===== src/rtl/rename_stage_pkg.sv =====
// Shared widths, reset constants and small combinational helpers for the rename stage.
package rename_stage_pkg;

  localparam int unsigned PHYS_REGS      = 32;
  localparam int unsigned TAG_W          = $clog2(PHYS_REGS);
  localparam int unsigned NUM_SRC        = 3;
  localparam int unsigned NUM_DST        = 2;
  localparam int unsigned AREG_W         = 4;
  localparam int unsigned NUM_CONST_AREG = 4;
  localparam int unsigned NUM_RAT        = 2 ** AREG_W - NUM_CONST_AREG;
  localparam int unsigned OPND_W         = 9;
  localparam int unsigned RENAMED_OP_SZ  = 4 + 16 + NUM_SRC * OPND_W + NUM_DST * TAG_W;

  // Every physical tag is free after reset/flush except tag 0, the discard sink.
  localparam logic [PHYS_REGS-1:0] FREE_RESET = {{(PHYS_REGS - 1){1'b1}}, 1'b0};

  // Value of a constant architectural register; 2 and 3 expose the next PC.
  function automatic logic [7:0] const_operand(input logic [1:0] sel, input logic [15:0] pc);
    logic [15:0] next_pc;
    logic [7:0]  val;
    next_pc = pc + 16'd1;
    case (sel)
      2'd0:    val = 8'h00;
      2'd1:    val = 8'h01;
      2'd2:    val = next_pc[7:0];
      default: val = next_pc[15:8];
    endcase
    return val;
  endfunction

  // Index of the lowest set bit; 0 when none is set (tag 0 is never free).
  function automatic logic [TAG_W-1:0] lowest_set(input logic [PHYS_REGS-1:0] vec);
    logic [TAG_W-1:0] idx;
    idx = '0;
    for (int unsigned i = PHYS_REGS; i > 0; i--) begin
      if (vec[i-1]) idx = TAG_W'(i - 1);
    end
    return idx;
  endfunction

endpackage


===== src/rtl/rename_stage_free_list.sv =====
// Physical-tag free list: bitmap, two cascaded lowest-first pickers and a live count.
module rename_stage_free_list
  import rename_stage_pkg::*;
(
  input  logic             clk,
  input  logic             rst_n,
  input  logic             flush,
  input  logic             alloc_first,
  input  logic             alloc_second,
  input  logic             free_valid,
  input  logic [TAG_W-1:0] free_tag,
  output logic [TAG_W-1:0] first_tag,
  output logic [TAG_W-1:0] second_tag,
  output logic [TAG_W:0]   free_count
);

  logic [PHYS_REGS-1:0] bitmap;
  logic [PHYS_REGS-1:0] bitmap_next;
  logic [PHYS_REGS-1:0] without_first;

  // The second picker sees the bitmap with the first pick removed.
  assign first_tag     = lowest_set(bitmap);
  assign without_first = bitmap & ~(PHYS_REGS'(1) << first_tag);
  assign second_tag    = lowest_set(without_first);

  // Population count of the current bitmap.
  always_comb begin
    free_count = '0;
    for (int unsigned i = 0; i < PHYS_REGS; i++) begin
      free_count = free_count + (TAG_W + 1)'(bitmap[i]);
    end
  end

  // Allocations clear bits; a freed tag only becomes pickable from the next cycle.
  always_comb begin
    bitmap_next = bitmap;
    if (alloc_first)  bitmap_next[first_tag]  = 1'b0;
    if (alloc_second) bitmap_next[second_tag] = 1'b0;
    if (free_valid && (free_tag != '0)) bitmap_next[free_tag] = 1'b1;
  end

  // Bitmap register; flush restores the all-free state.
  always_ff @(posedge clk or negedge rst_n) begin
    if (!rst_n) begin
      bitmap <= FREE_RESET;
    end else if (flush) begin
      bitmap <= FREE_RESET;
    end else begin
      bitmap <= bitmap_next;
    end
  end

endmodule


===== src/rtl/rename_stage.sv =====
// Rename stage: RAT, operand resolution, tag allocation and the registered output op.
module rename_stage
  import rename_stage_pkg::*;
(
  input  logic                         clk,
  input  logic                         rst_n,
  input  logic                         in_valid,
  output logic                         in_ready,
  input  logic [3:0]                   in_opcode,
  input  logic [NUM_SRC*AREG_W-1:0]    in_src,
  input  logic [NUM_DST*AREG_W-1:0]    in_dst,
  input  logic [15:0]                  in_pc,
  output logic                         out_valid,
  input  logic                         out_ready,
  output logic [3:0]                   out_opcode,
  output logic [15:0]                  out_pc,
  output logic [NUM_SRC*OPND_W-1:0]    out_src,
  output logic [NUM_DST*TAG_W-1:0]     out_dst,
  input  logic                         wb_valid,
  input  logic [TAG_W-1:0]             wb_tag,
  input  logic [7:0]                   wb_value,
  input  logic                         free_valid,
  input  logic [TAG_W-1:0]             free_tag,
  input  logic                         flush,
  input  logic [NUM_RAT*8-1:0]         arf_values
);

  logic                     rat_valid [NUM_RAT];
  logic [TAG_W-1:0]         rat_tag   [NUM_RAT];
  logic [7:0]               rat_value [NUM_RAT];

  logic [TAG_W:0]           free_count;
  logic [TAG_W-1:0]         first_tag;
  logic [TAG_W-1:0]         second_tag;
  logic [NUM_DST-1:0]       dst_needs;
  logic [AREG_W-1:0]        dst_idx [NUM_DST];
  logic [TAG_W-1:0]         dst_tag [NUM_DST];
  logic [TAG_W:0]           need_cnt;
  logic                     accept;
  logic                     alloc_first;
  logic                     alloc_second;
  logic [NUM_SRC*OPND_W-1:0] src_resolved;
  logic [NUM_DST*TAG_W-1:0]  dst_packed;
  logic [RENAMED_OP_SZ-1:0]  op_q;

  // Which destinations need a physical tag, and how many in total.
  always_comb begin
    need_cnt = '0;
    for (int unsigned d = 0; d < NUM_DST; d++) begin
      dst_idx[d]   = in_dst[d*AREG_W +: AREG_W] - AREG_W'(NUM_CONST_AREG);
      dst_needs[d] = in_dst[d*AREG_W +: AREG_W] >= AREG_W'(NUM_CONST_AREG);
      need_cnt     = need_cnt + (TAG_W + 1)'(dst_needs[d]);
    end
  end

  // A lone renamed destination takes the first pick, whichever slot it is in.
  always_comb begin
    dst_tag[0] = dst_needs[0] ? first_tag : '0;
    dst_tag[1] = '0;
    if (dst_needs[1]) dst_tag[1] = dst_needs[0] ? second_tag : first_tag;
    dst_packed = {dst_tag[1], dst_tag[0]};
  end

  assign in_ready     = (!out_valid || out_ready) && (free_count >= need_cnt) && !flush;
  assign accept       = in_valid && in_ready;
  assign alloc_first  = accept && (|dst_needs);
  assign alloc_second = accept && (&dst_needs);

  rename_stage_free_list u_free_list (
    .clk          (clk),
    .rst_n        (rst_n),
    .flush        (flush),
    .alloc_first  (alloc_first),
    .alloc_second (alloc_second),
    .free_valid   (free_valid),
    .free_tag     (free_tag),
    .first_tag    (first_tag),
    .second_tag   (second_tag),
    .free_count   (free_count)
  );

  // Source resolution against the pre-update RAT with same-cycle writeback bypass.
  always_comb begin
    src_resolved = '0;
    for (int unsigned s = 0; s < NUM_SRC; s++) begin
      logic [AREG_W-1:0] areg;
      logic [AREG_W-1:0] idx;
      areg = in_src[s*AREG_W +: AREG_W];
      idx  = areg - AREG_W'(NUM_CONST_AREG);
      if (areg < AREG_W'(NUM_CONST_AREG)) begin
        src_resolved[s*OPND_W +: OPND_W] = {1'b0, const_operand(areg[1:0], in_pc)};
      end else if (rat_valid[idx]) begin
        src_resolved[s*OPND_W +: OPND_W] = {1'b0, rat_value[idx]};
      end else if (wb_valid && (wb_tag == rat_tag[idx])) begin
        src_resolved[s*OPND_W +: OPND_W] = {1'b0, wb_value};
      end else begin
        src_resolved[s*OPND_W +: OPND_W] = {1'b1, {(8 - TAG_W){1'b0}}, rat_tag[idx]};
      end
    end
  end

  // RAT update: writeback capture first, rename writes last so they win (dst[1] over dst[0]).
  always_ff @(posedge clk or negedge rst_n) begin
    if (!rst_n) begin
      for (int unsigned i = 0; i < NUM_RAT; i++) begin
        rat_valid[i] <= 1'b1;
        rat_tag[i]   <= '0;
        rat_value[i] <= '0;
      end
    end else if (flush) begin
      for (int unsigned i = 0; i < NUM_RAT; i++) begin
        rat_valid[i] <= 1'b1;
        rat_value[i] <= arf_values[i*8 +: 8];
      end
    end else begin
      for (int unsigned i = 0; i < NUM_RAT; i++) begin
        if (wb_valid && !rat_valid[i] && (rat_tag[i] == wb_tag)) begin
          rat_valid[i] <= 1'b1;
          rat_value[i] <= wb_value;
        end
      end
      if (accept) begin
        for (int unsigned d = 0; d < NUM_DST; d++) begin
          if (dst_needs[d]) begin
            rat_valid[dst_idx[d]] <= 1'b0;
            rat_tag[dst_idx[d]]   <= dst_tag[d];
          end
        end
      end
    end
  end

  // Output register: loads on accept, holds while stalled, drops on consume or flush.
  always_ff @(posedge clk or negedge rst_n) begin
    if (!rst_n) begin
      out_valid <= 1'b0;
      op_q      <= '0;
    end else if (flush) begin
      out_valid <= 1'b0;
    end else if (accept) begin
      out_valid <= 1'b1;
      op_q      <= {in_opcode, in_pc, src_resolved, dst_packed};
    end else if (out_ready) begin
      out_valid <= 1'b0;
    end
  end

  assign {out_opcode, out_pc, out_src, out_dst} = op_q;

endmodule


===== config.mk =====
export PLATFORM = sky130hd
export DESIGN_NAME = rename_stage
export DESIGN_NICKNAME = d
export VERILOG_FILES = /design/src/rtl/rename_stage_pkg.sv /design/src/rtl/rename_stage_free_list.sv /design/src/rtl/rename_stage.sv
export SDC_FILE = /design/constraint.sdc
export NUM_CORES = 1
export LEC_CHECK = 0
export CORE_AREA = 5 5 266 138
export DETAILED_ROUTE_END_ITERATION = 8
export DIE_AREA = 0 0 271 143
export DONT_BUFFER_PORTS = 1
export PLACE_DENSITY = 0.75
export SLEW_MARGIN = 20
export SYNTH_ARGS = -nofsm -noshare
export SYNTH_HDL_FRONTEND = slang
export SYNTH_SLANG_ARGS = --single-unit

===== constraint.sdc =====
create_clock -name clk -period 15.8 [get_ports clk]
set_input_delay 2.37 -clock clk [delete_from_list [all_inputs] [get_ports clk]]
set_output_delay 2.37 -clock clk [all_outputs]
set_load 0.005 [all_outputs]

# Word level (Yosys, flattened, before mapping)
# Index checks and enable logic that the tools add are counted.
classes:
  reduce_logical: 73
  eq_ne: 21
  n_addsub: 38
  magnitude_cmp: 19
  mux: 176
  n_bitwise: 17
  shift: 1
ops:
  columns: ["operator", "count"]
  rows:
  - ["2-to-1 mux 5 bit", 75]
  - ["2-to-1 mux 60 bit", 4]
  - ["adder 6 x 1 -> 6 bit", 30]
  - ["2-to-1 mux 8 bit", 18]
  - ["2-to-1 mux 32 bit", 4]
  - ["bitwise mux 60 bit", 2]
  - ["AND 32 bit", 3]
  - ["binary-select mux 8 bit (select 4 bit)", 3]
  - ["2-to-1 mux 96 bit", 1]
  - ["NOT 32 bit", 3]
  - ["2-to-1 mux 9 bit", 9]
  - ["== test 5 bit", 15]
  - ["2-to-1 mux 12 bit", 6]
  - ["one-hot mux 8 bit (3 select lines)", 3]
  - ["binary-select mux 5 bit (select 4 bit)", 3]
  - ["demux 5 bit (select 4 bit)", 2]
  - ["logical AND 1 bit", 38]
  - ["2-to-1 mux 1 bit", 38]
  - ["bitwise OR 32 bit", 1]
  - ["left shift 1 x 5 -> 32 bit, first input constant", 1]
  - ["greater-or-equal comparator 5 bit, second input constant", 5]
  - ["NOT 4 -> 5 bit", 5]
  - ["AND 12 bit", 2]
  - ["NOT 12 bit", 2]
  - ["23 further kinds", 72]
totals:
  out_inout_bits: 59
  in_bits: 161
  ff_bits: 258
  word_cells: 384

# Longest topological paths before layout
depth:
  word_depth: 77
  ltp_mapped: 23
  mapped_depth_nobuf: 23

# Cells and area by module
# A second synthesis with hierarchy kept.
unflattened:
  cells_unflattened: 2212
  area_unflattened_um2: 20409.6
modules_own_cells:
  columns: ["module", "cells_each", "seq_area_each_um2", "instances", "area_per_inst_um2"]
  rows:
  - ["rename_stage", 1701, 5670.4, 1, 16234.3]
  - ["rename_stage_free_list", 511, 839.6, 1, 4175.3]

# Least setup slack after synthesis
# Ideal clock, no wire load.
synth_path:
  path_kind: "register to output"
  startpoint: "register u_free_list.bitmap[2]"
  endpoint: "output in_ready"
  path_buffers: 1
  stages_incl_launch_ff: 16
  path_slack_ns: 7.941
  required_ns: 13.430
  arrival_ns: 5.489
  path_cell_list: "dfstp_2 > clkbuf_1 > inv_1 > fa_1 > fa_1 > fa_1 > fa_1 > fa_1 > fa_1 > fa_1 > fa_1 > inv_1 > ha_1 > nor4_1 > o2111ai_1 > and3b_1"
synth_between:
  elab_chain_len: 33
synth_rtl:
  columns: ["item", "line", "source"]
  rows:
  - ["from (decl)", "rename_stage_free_list.sv:17", "logic [PHYS_REGS-1:0] bitmap;"]
  - ["from (signal assigned)", "rename_stage_free_list.sv:49", "bitmap <= bitmap_next;"]
  - ["adder 6 x 1 -> 6 bit (30 in a row)", "rename_stage_free_list.sv:30", "free_count = free_count + (TAG_W + 1)'(bitmap[i]);"]
  - ["greater-or-equal comparator 6 x 2 -> 1 bit", "rename_stage.sv:64", "assign in_ready = (!out_valid || out_ready) && (free_count >= need_cnt) && !flush;"]
  - ["logical AND 1 bit (2 in a row)", "rename_stage.sv:64", null]
  - ["to (decl)", "rename_stage.sv:8", "output logic in_ready,"]
# No other way between the ends.

# Worst setup path in the final report
layout_path:
  startpoint: "register u_free_list.bitmap[0]"
  endpoint: "output in_ready"
layout_between:
  elab_chain_len: 34
layout_rtl:
  columns: ["item", "line"]
  rows:
  - ["adder 1 x 1 -> 2 bit", "rename_stage_free_list.sv:30"]
  - ["adder 6 x 1 -> 6 bit (30 in a row)", "rename_stage_free_list.sv:30"]
  - ["greater-or-equal comparator 6 x 2 -> 1 bit", "rename_stage.sv:64"]
  - ["logical AND 1 bit (2 in a row)", "rename_stage.sv:64"]
# No other way between the ends.

==> metrics.csv <==
metric,value,unit
Worst setup EP type,output port,
CTS Buffer Depth,3,
vias post-DR,19300,
crit path kind,reg -> out,
cell area after layout,0.0212,mm²
HPWL Detailed,62.7,mm
Final Hold Fails,0,
Pre-Repair DR Iteration Count,8,
share of layout cells above drive strength 1,14.4,%
Worst-Skew Late Latency,580,ps
first-pass GRT wire length,123,mm
R2R Setup Slk,7660,ps
"most common cell after layout, fill and taps aside",nand2_1,
CTS Hold Buffers Added,0,
Clock Skew,25.2,ps
Tot GR Track Use,42.5,%
Wirelength per Cell,33.4,µm
Critical Path AT,6440,ps
upper clock frequency limit,114,MHz
Final Max Tran Viols,0,
cts bufs inserted,27,
MaxCap Viol Count,0,
Worst R2R Path Depth,22,
Most used DFF post-synth,dfrtp_1,
CTS tree,built,
crit path launch,u_free_list.bitmap[0]$_DFF_PN0_,
core area,0.0341,mm²
Syn Inst Count,2155,
Die X,271,µm
final setup fails,0,
CP Launch Type,register,
vias per cell,7.68,
clock slew at reported path FFs,70,ps
Slew headroom,13.1,%
# clock sinks,258,
worst slew pin tran,1290,ps
WL final,84.0,mm
HP Class,reg -> reg,
pin count of the biggest net entering global routing,259,
grt ovf,0,
crit-path max FO,7,
Logic pwr share,22.4,%
Peak supply drop,0.101,mV
Initial Util,59.3,%
Clock power frac,35.0,%
most frequent cells in the layout,"nand2_1, o21ai_0, dfrtp_1",
Final ANT Viol Nets,0,
placed cell area,0.0203,mm²
Ys Warns,0,
H-tree levels,1,
switching part of the total,32.5,%
layout net count,2246,
# resized after CTS,0,
most frequent CP cell,fa_1,
Post-synth EDFFs,0,
Worst Setup EP,in_ready,
Crit path max-delay family,adder cells,
total negative slack,0,ps
Syn Nets,2356,
Vert. Die Dim,143,µm
number of antenna violations at the first check in global routing,0,
Rows,48,
CP max-delay cell,dfrtp_1,
Switching Power,640,µW
postcts setup bufs,0,
asr flop ratio synth,100,%
Starting DRT DRC Count,3669,
sequential share of power,42.6,%
RR Endpoint,u_free_list.bitmap[16]$_DFF_PN1_,
die area,0.0388,mm²
number of global-route vias before repair,18200,
Area Overhead vs Synth,5.16,%
# IOs,220,
RSZ-0062 raised after global routing,false,
I/O Buffers,0,
outcome,completed,
fin crit share,55.8,%
Worst EP required,13430,ps
PD cells,92.7,mW/mm²
CP bufs+invs,2,
Leak,0.00902,µW
drc violations,0,
P_int,1330,µW
worst-path cell chain,ha_1 -> inv_1 -> fa_1 -> fa_1 -> fa_1 -> fa_1 -> fa_1 -> fa_1 -> fa_1 -> fa_1 -> inv_1 -> ha_1 -> nor4_1 -> o2111ai_1 -> and3b_1,
Mapped Avg Cell Area,9.37,µm²
register area share after synthesis,32.3,%
crit-path max cell delay,620,ps
unique cell type count in the Yosys netlist,88,
Tmin final,8810,ps
synthesized area,0.0202,mm²
Root Buffer,clkbuf_16,
"FF+latch count, synth",258,
Worst path depth,15,
R2R Path Start,u_free_list.bitmap[0]$_DFF_PN0_,
GP Congestion,1.11,
## power groups by stage
stage               logic (µW)  clock network, µW  registers (µW)
detailed placement         412                  0             843
global placement           401                  0             836
finish                     441                689             838
global route               461                715             845
floorplan                  329                  0             803
CTS                        415                687             833
## sequential cells by signal, indices dropped and copies added, names as in the netlist
signal              flops
u_free_list.bitmap     32
rat_value              96
rat_valid              12
out_valid               1
op_q                   57
rat_tag                60
## through the flow
step / setup WS (ps) / total power (µW) / utilization, % / cells / hold WS, ps
after floorplan: 7940 / 1130 / - / 2155 / 470
after global placement: 7770 / 1240 / 59.6 / 2466 / 491
after detailed placement: 7710 / 1260 / 59.6 / 2466 / 495
after CTS: 7110 / 1930 / 62.3 / 2516 / 511
after global routing: 6910 / 2020 / 62.3 / 2516 / 531
final: 6990 / 1970 / 62.3 / 2518 / 502
## synth_stat cells, types with 23 or more instances
master | count | share of area [%]
a21oi_1 | 66 | 1.6
a221oi_1 | 23 | 1.0
a31oi_1 | 32 | 0.99
clkbuf_1 | 126 | 2.3
dfrtp_1 | 215 | 27
dfstp_2 | 43 | 5.6
fa_1 | 24 | 2.4
inv_1 | 82 | 1.5
mux2_2 | 27 | 1.5
mux2i_1 | 130 | 6.4
mux4_2 | 126 | 14
nand2_1 | 326 | 6.1
nand2b_1 | 31 | 0.96
nand3_1 | 26 | 0.64
nor2_1 | 126 | 2.3
nor3_1 | 25 | 0.62
o21ai_0 | 216 | 5.4
o221ai_1 | 24 | 1.0
o22ai_1 | 31 | 0.96
xnor2_1 | 52 | 2.3
## per-layer routing
metal / vias up / wire length, µm / GRT usage (%)
li1: 7819 / - / -
met1: 9644 / 33900 / 62.6
met2: 1728 / 30700 / 52.2
met3: 146 / 17900 / 28.0
met4: 4 / 1430 / 5.71
met5: - / 63 / 0.837
## worst register-to-register path, cell delays in order, from the launching register on
cell and delay [ps]:
dfrtp_1 620, ha_1 310, inv_1 70, fa_1 450, fa_1 580, fa_1 450, fa_1 520, fa_1 430
fa_1 470, fa_1 430, fa_1 550, inv_1 50, ha_1 170, nor4_1 310, o2111ai_1 160, and3b_1 290
and2_2 230, buf_4 310, nand2_1 270, nor3_1 70, a32oi_1 820, nor2_1 240, o211ai_1 260
## worst min path at each step
| stage | start | endpoint | slack, ps | cells past startpoint |
|---|---|---|---|---|
| after floorplan | op_q[37]$_DFFE_PN0P_ | op_q[37]$_DFFE_PN0P_ | 470 | 2 |
| after global placement | op_q[51]$_DFFE_PN0P_ | op_q[51]$_DFFE_PN0P_ | 490 | 2 |
| after detailed placement | op_q[49]$_DFFE_PN0P_ | op_q[49]$_DFFE_PN0P_ | 490 | 2 |
| after CTS | op_q[49]$_DFFE_PN0P_ | op_q[49]$_DFFE_PN0P_ | 510 | 2 |
| after global routing | op_q[44]$_DFFE_PN0P_ | op_q[44]$_DFFE_PN0P_ | 530 | 2 |
| final | op_q[44]$_DFFE_PN0P_ | op_q[44]$_DFFE_PN0P_ | 500 | 2 |
## cell type report
class                      count  area, µm²
clock buffer                  39        811
clock inverter                11        120
tap                          450        563
fill                        2851      12800
sequential                   258       6510
multi-input combinational   1647      12700
timing repair buffer          26        195
inverter                      85        319
antenna                        2       5.00
## cell families (layout without fill, tap and decap cells)
logic type	Yosys count	count (layout)	synth area share, %
compound gates	590	590	19.2
xor+xnor	63	63	2.73
flops	258	258	32.3
mux	283	283	22.0
other cells	0	2	0
simple gates	668	668	15.4
fa+ha+maj	43	43	3.52
buf+inv	250	161	4.89
No activity file was read; power rests on OpenSTA's default activity.
